File: src/rtl/pipelined_memory_loader.sv
// Streams a counted burst of words from a valid/ready producer into a word-addressed memory,
// issuing registered writes with one-cycle latency and keeping a running sum of the words.
module pipelined_memory_loader #(
  parameter int unsigned DEPTH_LOG2 = 6,
  parameter logic [29:0] BASE_INDEX = 30'd0
) (
  input  logic                  clk,
  input  logic                  reset,
  input  logic                  start,
  input  logic [DEPTH_LOG2:0]   count,
  input  logic                  in_valid,
  input  logic [31:0]           in_data,
  output logic                  in_ready,
  output logic                  mem_we,
  output logic [29:0]           mem_index,
  output logic [31:0]           mem_wdata,
  output logic                  busy,
  output logic                  done,
  output logic [31:0]           sum
);

  localparam int unsigned CntW = DEPTH_LOG2 + 1;

  typedef enum logic [1:0] {StIdle, StLoad, StDone} state_e;

  state_e            state_q, state_d;
  logic [29:0]       index_q;
  logic [CntW-1:0]   remaining_q;
  logic [31:0]       sum_q;
  logic              hs;
  logic              accept_start;

  assign hs           = in_valid & in_ready;
  assign accept_start = (state_q == StIdle) & start;
  assign sum          = sum_q;

  always_ff @(posedge clk or negedge reset) begin
    if (!reset) begin
      state_q <= StIdle;
    end else begin
      state_q <= state_d;
    end
  end

  always_comb begin
    state_d = state_q;
    unique case (state_q)
      StIdle: begin
        if (start) begin
          state_d = (count == '0) ? StDone : StLoad;
        end
      end
      StLoad: begin
        if (hs && (remaining_q == CntW'(1))) begin
          state_d = StDone;
        end
      end
      StDone:  state_d = StIdle;
      default: state_d = StIdle;
    endcase
  end

  always_comb begin
    in_ready = (state_q == StLoad);
    busy     = (state_q == StLoad);
    done     = (state_q == StDone);
  end

  // Write port registers are the outputs themselves, so a reset at the write edge drops it.
  always_ff @(posedge clk or negedge reset) begin
    if (!reset) begin
      mem_we      <= 1'b0;
      mem_index   <= '0;
      mem_wdata   <= '0;
      index_q     <= BASE_INDEX;
      remaining_q <= '0;
      sum_q       <= '0;
    end else begin
      mem_we <= hs;
      if (hs) begin
        mem_index   <= index_q;
        mem_wdata   <= in_data;
        index_q     <= index_q + 30'd1;
        remaining_q <= remaining_q - CntW'(1);
        sum_q       <= sum_q + in_data;
      end
      if (accept_start) begin
        index_q     <= BASE_INDEX;
        remaining_q <= count;
        sum_q       <= '0;
      end
    end
  end

endmodule
File: config.mk
export PLATFORM = sky130hd
export DESIGN_NAME = pipelined_memory_loader
export DESIGN_NICKNAME = d
export VERILOG_FILES = /design/src/rtl/pipelined_memory_loader.sv
export SDC_FILE = /design/constraint.sdc
export NUM_CORES = 1
export LEC_CHECK = 0
export CAP_MARGIN = 20
export CORE_MARGIN = 5
export CORE_UTILIZATION = 45
export DETAILED_ROUTE_END_ITERATION = 6
export PLACE_DENSITY = 0.77
export RECOVER_POWER = 50
export SYNTH_ARGS = -nofsm -noshare
export SYNTH_HDL_FRONTEND = slang
export SYNTH_SLANG_ARGS = --single-unit
File: constraint.sdc
create_clock -name clk -period 2.7 [get_ports clk]
set_clock_uncertainty 0.2 [all_clocks]
set_input_delay 0.54 -clock clk [delete_from_list [all_inputs] [get_ports clk]]
set_output_delay 0.54 -clock clk [all_outputs]
set_load 0.02 [all_outputs]
; Word level (Yosys, flattened, before mapping)
; Cells that the tools add are included.
[word_totals]
register_bits = 134
inputBits = 43
output_inout_bits = 98
word_cells = 32
[op_classes]
n_addsub = 3
eq_ne = 5
mux = 10
bitwise = 2
reduce_logical = 5
[op_table]
columns = operator, count
row1 = 2-to-1 mux 32 bit, 2
row2 = 2-to-1 mux 30 bit, 2
row3 = adder 32 bit, 1
row4 = adder 30 x 1 -> 30 bit (second input constant), 1
row5 = 2-to-1 mux 7 bit, 2
row6 = == test 7 x 1 -> 1 bit (second input constant), 1
row7 = logical NOT 7 bit, 1
row8 = subtractor 7 x 1 -> 7 bit (second input constant), 1
row9 = 2-to-1 mux 2 bit, 3
row10 = case mux 2 bit (2 select lines), 1
row11 = AND 1 bit, 2
row12 = == test 2 x 1 -> 1 bit (second input constant), 1
row13 = == test 2 bit (second input constant), 1
row14 = logical NOT 2 bit, 1
row15 = inequality test 2 x 1 -> 1 bit (second input constant), 1
row16 = inequality test 2 bit (second input constant), 1
row17 = AND reduction 2 bit, 1
row18 = nonzero test 2 bit, 1
row19 = logical AND 1 bit, 1

; Depth between registers and ports, before layout
; Gate-level depths: netlist (run 1).
[depth]
depth_word = 5
depth_mapped = 9
ltp_nobuf = 9

; Least setup slack after synthesis (run 1)
; Ideal clock, no wire load.
[synth_path]
path_kind = input port to flip-flop
startpoint = input port in_data[0]
endpoint = register sum_q[26] (netlist: sum[26])
setup_time_ns = 0.124
arrival_time_ns = 2.541
required_time_ns = 2.376
slack_ns = -0.165
cell_stages = 9
path_buffers = 0
cell_sequence = ha_1 > fa_1 > a21oi_1 > o221a_2 > nor2_1 > o311ai_2 > o2111ai_1 > and3_1 > a211o_1
[synth_between]
elab_chain_cells = 3
[synth_rtl]
columns = element, line
row1 = from (decl), 12  ; input logic [31:0] in_data,
row2 = adder 32 bit, 85  ; sum_q <= sum_q + in_data;
row3 = 2-to-1 mux 32 bit, 80  ; if (hs) begin
row4 = 2-to-1 mux 32 bit, 87  ; if (accept_start) begin
row5 = to (signal assigned), 85
row6 = to (decl), 29  ; logic [31:0] sum_q;
; No other way between the ends. The select of a mux whose other input is x is not followed.
; A chain may end at the register's enable or synchronous reset.

; Final worst setup path (run 1)
[layout_path]
startpoint = input port in_data[12]
endpoint = register sum_q[27] (netlist: sum[27])
; The elaborated chain is that of the path after synthesis.

==> metrics.txt, run 1 <==
status completed; die width roughly 140 microns; Storage cell area around 3400 sq um; fin util between 60% and 70%; antenna violations before repair 1; placed wire-length estimate 14720 microns; GR Layer Usage met1 between 20% and 30%; post-placement cell area between 9000 and 10000 sq um; largest net degree at the start of global routing 60; number of synthesized flops with an enable pin 0; Syn Inst Count 838; worst slew pin tran about 1.4 ns; drt first pass iters 5; RSZ-0062 raised after global routing yes; CP max stage cell clkdlybuf4s50_1; CTS buffer count 17; Worst slew margin under 10%; Max-cap violations 0; Core Footprint ~16000 sq um; drt initial violations between 400 and 500; GRT Util Overall 21.59%; full die area about 19000 sq um; crit share post-route about 100%; post-synthesis simple-gate area fraction a little under a quarter; sequential share of the synthesized area 45.46%; Global Route met2 Usage 35.61%; root cell of the clock tree clkbuf_16; Net Count, Synth 916; vias in the first global route approximately 7100; Post-synth ARST share 100.0%; Crit path max-delay family compound AO/OA/AOI/OAI gates; row count 46; crit-path max cell delay 0.47 ns; Tmin final approximately 2.7 ns; Final #Nets 1156; DR vias between 6000 and 7000; global route hottest layer met2; M3 GR Usage 6.586%; top cells by area, synth dfrtp_1 (45%), nand2_1 (13%), ha_1 (5.8%); ys flop type dfrtp_1; GP Congestion around 0.9; initial cell density of the core 46.10%; Ports ~140; Compound-Gate Fraction of Synth Area between 15 and 20%; worst path required time between 2 and 3 ns; P_leak 5.021 nW; WP data arrival approximately 2.8 ns; Hold Crit Class in -> reg; CTS max path bufs 2; critical path endpoint category register; VDD IR max 632.9 uV; Setup WS post-layout ~0.012 ns; PD cells roughly 1100 nW/um^2; clock slew at reported path FFs ~0.060 ns; worst setup path class in -> reg; Syn Std Cell Area around 7400 sq um; antenna-violating nets left 0; layout cells sized above 1 between 15 and 20%; GRT Residual Overflow 0; final non-filler cell area between 10000 and 15000 sq um; crit path launch type input pin; Syn-to-layout area delta 46.28%; pre-CTS setup slack -0.6917 ns; H-tree depth 4; final wirelength 20930 microns; vias per inst ~5.3; Yosys reg bits around 130; TritonCTS clock tree built; Slew Viols, Final 0; die height 138.0 microns; top-area cell type share of the netlist area approximately 45%; Final setup viols 0; multiplexer share of the synthesized area less than 1%; Sum Neg Setup Slack 0 ns; DRC viols 0; Clock Sinks about 130; Mean Syn Cell Area around 9 sq um; combinational family with the most area after synthesis simple AND/OR/NAND/NOR gates; hold slack between 0.15 and 0.2 ns; crit-path max FO 4; crit-path cells clkdlybuf4s50_1 > ha_4 > nand2_1 > buf_4 > o21bai_1 > o21ai_4 > o311a_1 > o2111ai_1 > nand3_1; WP buf/inv 2; Yosys top cell by area dfrtp_1; Hold Fails Final Rpt 0; Max Freq 0.3720 GHz; Yosys cell types 74; Port-buffer cells 140; # fillers ~1300; routed wire length per instance approximately 16 microns; XOR/XNOR Fraction of Synth Area approximately 6.1%; global-route wire length before repair between 30000 and 40000 microns; post-synthesis adder-cell area fraction under 10%; worst skew pair latency ~0.43 ns; Synth Warn # 0; area of the multi-input gates roughly 4200 sq um
-- layout make-up --
| cell class | count | share of cell area [%] |
|---|---|---|
| Antenna cell | 1 | 0.02319 |
| Clock inverter | 14 | 1.740 |
| Multi-Input combinational cell | 651 | 38.64 |
| Timing Repair Buffer | 258 | 21.38 |
| Clock buffer | 18 | 4.071 |
| Inverter | 16 | 0.5567 |
| Sequential cell | 134 | 31.08 |
| Tap cell | 216 | 2.505 |
-- what timing repair did --
| action | 4_1_cts | 5_1_grt |
|---|---|---|
| endpoints found under the hold margin | 28 | 0 |
| pin swaps | 7 | 19 |
| hold buffers | 1 | 0 |
| setup endpoints to repair | 11 | 18 |
| buffers inserted | 1 | 2 |
| gates resized for setup | 10 | 48 |
-- worst paths after layout --
kind | startpoint | cells past startpoint | endpoint | slack [ns]
setup / recovery | in_data[12] | 9 | sum[27] | 0.01
hold / removal | in_data[27] | 3 | mem_wdata[27] | 0.20
setup reg to reg | sum[0] | 9 | sum[26] | 0.10
hold reg to reg | mem_index[27] | 2 | mem_index[27] | 0.27
max in group asynchronous | reset | 3 | sum[10] | 0.34
min in group asynchronous | reset | 2 | index_q[12] | 0.89
-- registers in the layout, indices dropped and copies added, names as in the netlist --
name         flops
mem_wdata       32
sum             32
index_q         30
mem_index       30
remaining_q      7
state_q          2
mem_we           1
-- worst register-to-register path: stages, from the launching register on --
cell and delay [ns]:
dfrtp_1 0.41, ha_4 0.17, fa_2 0.35, a21oi_2 0.15, o221a_2 0.25, nor2_4 0.05, o311ai_4 0.30, o2111ai_2 0.18
and3_1 0.19, a211o_1 0.21
-- layer usage --
metal  wire length (microns)  up-vias
met5                       0        -
met4                     423        0
met3                    1294       39
met2                   10000      184
met1                    9215     3378
li1                        -     3369
-- Yosys cell counts (3+ instances only) --
cell type / number
or3_1: 3
inv_1: 16
a22o_1: 5
ha_1: 34
a21o_1: 14
nor3_1: 11
and2_1: 5
nor2_1: 58
o211ai_1: 4
clkbuf_1: 22
xnor2_1: 22
a221o_1: 3
o21ai_0: 44
o31ai_1: 5
o2111ai_1: 3
nand2_1: 252
and3_1: 10
xor2_1: 29
nand3_1: 19
or2_2: 3
dfrtp_1: 134
o311ai_1: 3
nor2b_1: 3
buf_2: 4
buf_1: 4
a21oi_1: 37
o21ai_1: 7
nand4_1: 16
a211oi_1: 5
-- metrics by stage --
stage          power (mW)  instances
3_5_place_dp        9.216       1271
4_1_cts             11.86       1305
6_report            12.23       1308
5_1_grt             13.02       1308
3_3_place_gp        9.086       1271
2_1_floorplan       6.483        838
-- cell usage in the layout (no fill, tap or decap), drive strengths merged, types with 3 or more instances in the layout --
cell type	netlist	final
and3	10	10
inv	16	22
dlymetal6s2s	0	6
a31oi	3	3
o311ai	6	6
xor2	29	29
bufinv	0	3
a21oi	39	39
o2111ai	3	3
a221o	3	3
or3	3	3
a22o	5	5
o211ai	6	6
nand3	19	19
nor4	4	4
nand4	17	17
a21o	15	15
dfrtp	134	134
o31ai	5	5
o21ai	52	52
ha	34	34
a211oi	6	6
nor2	59	59
and2	5	5
dlygate4sd2	0	3
clkinv	0	3
clkbuf	24	23
nor2b	3	3
buf	12	112
or2	5	5
xnor2	22	22
clkdlybuf4s50	0	131
or4	3	3
nand2	252	252
nor3	11	11
-- cell families (layout without fill, tap and decap cells) --
| kind of cell | Yosys count | after routing |
|---|---|---|
| compound gates | 164 | 164 |
| mux | 1 | 1 |
| buf+inv | 53 | 306 |
| xor+xnor | 51 | 51 |
| other cells | 0 | 1 |
| fa+ha+maj | 35 | 35 |
| simple gates | 400 | 400 |
| flops | 134 | 134 |
-- power breakdown --
part           internal, mW  leakage (nW)  switching (mW)
registers              2.56          1.74           0.467
logic                  3.25          2.97            3.48
clock network          1.51         0.303           0.972
total                  7.31          5.02            4.92
(Power assumes the default switching activity.)
==> run 2, diff against run 1 <==
Settings changed: CELL_PAD_IN_SITES_DETAIL_PLACEMENT set to 1, CELL_PAD_IN_SITES_GLOBAL_PLACEMENT set to 1, CORE_MARGIN 5 to 2, CORE_UTILIZATION 45 to 36, PLACE_DENSITY 0.77 to 0.82.
==> metrics.txt, run 2 (same netlist as run 1, synthesis figures left out) <==
vias in the first global route roughly 7800; Max Freq around 0.36 GHz; crit path launch type input pin; Final #Nets approximately 1200; commonest non-fill, non-tap cell in the layout nand2_1; status finished, violations left; final non-filler cell area 11010 sq um; VDD IR max 533.4 uV; Worst slew margin 19.34%; vias per inst roughly 5.3; drt first pass iters 4; antenna-violating nets left 0; Syn-to-layout area delta 49.33%; # fillers ~2300; CTS buffer count 17; routed wire length per instance 19.54 microns; crit-path max FO 4; most frequent CP cell o21ai_0; crit share post-route 103.9%; worst slew pin tran roughly 1.2 ns; placed wire-length estimate roughly 17000 microns; Max-cap violations 0; GP Congestion 0.9320; worst skew pair latency between 0.4 and 0.5 ns; GRT Residual Overflow 0; die width 147.1 microns; drt initial violations 360; crit-path cells clkdlybuf4s50_1 > ha_4 > a21oi_4 > o21ai_2 > or2_1 > o21ai_4 > buf_6 > o21ai_0 > xnor2_1 > o21ai_0; violated checks negative setup slack; fin util 54.61%; RSZ-0062 raised after global routing yes; global-route wire length before repair 40790 microns; die height around 150 microns; Hold Fails Final Rpt 0; clock slew at reported path FFs 0.07 ns; worst path required time roughly 2.8 ns; Hold Crit Class in -> reg; root cell of the clock tree clkbuf_16; Slew Viols, Final 0; DR vias between 7000 and 8000; critical path endpoint category register; WP data arrival just under 3 ns; initial cell density of the core approximately 37%; GRT Util Overall between 20% and 30%; crit-path max cell delay 0.55 ns; Ports between 100 and 150; CTS max path bufs 2; Setup WS post-layout -0.1058 ns; CP max stage cell clkdlybuf4s50_1; full die area between 20000 and 25000 sq um; worst setup path class in -> reg; row count 52; DRC viols 0; Clock Sinks around 130; total power about 13 mW; Core Footprint slightly above 20000 sq um; antenna violations before repair 2; largest net degree at the start of global routing just under 60; H-tree depth 4; layout cells sized above 1 21.65%; commonest non-fill, non-tap cells in the layout nand2_1 (249), dfrtp_1 (134), clkdlybuf4s50_1 (129); P_leak 5.088 nW; post-placement cell area approximately 10000 sq um; Final setup viols 4; Port-buffer cells 140; Tmin final about 2.8 ns; PD cells approximately 1200 nW/um^2; final wirelength approximately 27000 microns; TritonCTS clock tree built
-- run 2: cell count changes in the layout (fill, tap and decap cells not counted), moves of 3 or more --
| cell | before | now |
|---|---|---|
| clkbuf_1 | 4 | 1 |
| a21oi_1 | 30 | 27 |
| dlygate4sd2_1 | 3 | 6 |
| clkbuf_2 | 1 | 4 |
| buf_4 | 109 | 121 |
-- run 2: area by class of cell --
type | instances | area (sq um) | area share (%)
Clock buffer | 17 | 425.4 | 3.862
Inverter | 16 | 60.06 | 0.5453
Antenna cell | 2 | 5.005 | 0.04544
Sequential cell | 134 | 3353 | 30.44
Tap cell | 270 | 337.8 | 3.067
Multi-Input combinational cell | 651 | 4227 | 38.37
Timing Repair Buffer | 271 | 2419 | 21.96
Clock inverter | 15 | 187.7 | 1.704
-- run 2: worst paths after layout --
| path | start | end | slack [ns] | depth (start not counted) |
|---|---|---|---|---|
| setup / recovery | in_data[12] | sum[15] | -0.11 | 10 |
| hold / removal | in_data[4] | mem_wdata[4] | 0.23 | 3 |
| setup reg to reg | sum[10] | sum[15] | 0.03 | 9 |
| hold reg to reg | mem_index[14] | mem_index[14] | 0.27 | 2 |
| max in group asynchronous | reset | mem_index[24] | 0.35 | 3 |
| min in group asynchronous | reset | mem_wdata[12] | 0.70 | 2 |
-- run 2: critical path: cells and delay by family --
family                     cells  cell delay, ns
xor gates and xnor gates       1            0.24
AOI/OAI and AO/OA              5            0.87
adders and majority gates      1            0.25
buffers and inverters          2            0.71
and+or+nand+nor                1            0.28
-- run 2: report_power, final --
| part | switching, mW | internal, mW |
|---|---|---|
| registers | 0.530 | 2.56 |
| clock network | 1.05 | 1.41 |
| logic | 3.89 | 3.43 |
-- run 2: metrics by stage --
| step | hold slack [ns] | worst slack, ns | cells | TNS [ns] |
|---|---|---|---|---|
| 2_1_floorplan | 0.04441 | 0.01016 | 838 | 0 |
| 3_3_place_gp | 0.2579 | -0.6151 | 1326 | -10.09 |
| 3_5_place_dp | 0.2616 | -0.6525 | 1326 | -11.73 |
| 4_1_cts | 0.2782 | 0.004650 | 1365 | 0 |
| 5_1_grt | 0.2463 | -0.1980 | 1376 | -1.111 |
| 6_report | 0.2341 | -0.1058 | 1376 | -0.1945 |
-- run 2: layer usage --
layer / part of all wire [%] / up-vias / wire, microns / global-route usage [%]
met5: 0 / - / 0 / 0
met4: 3.3 / 0 / 894 / 9.231
met3: 4.1 / 63 / 1108 / 4.410
met2: 51 / 193 / 13770 / 41.71
met1: 41 / 3679 / 11120 / 28.74
li1: - / 3394 / - / -
-- run 2: timing repair --
action	CTS	global route
buffers inserted	6	9
hold buffers	1	0
pin swaps	11	29
endpoints found under the hold margin	39	0
endpoints found under the setup margin	19	16
gates resized for setup	34	42
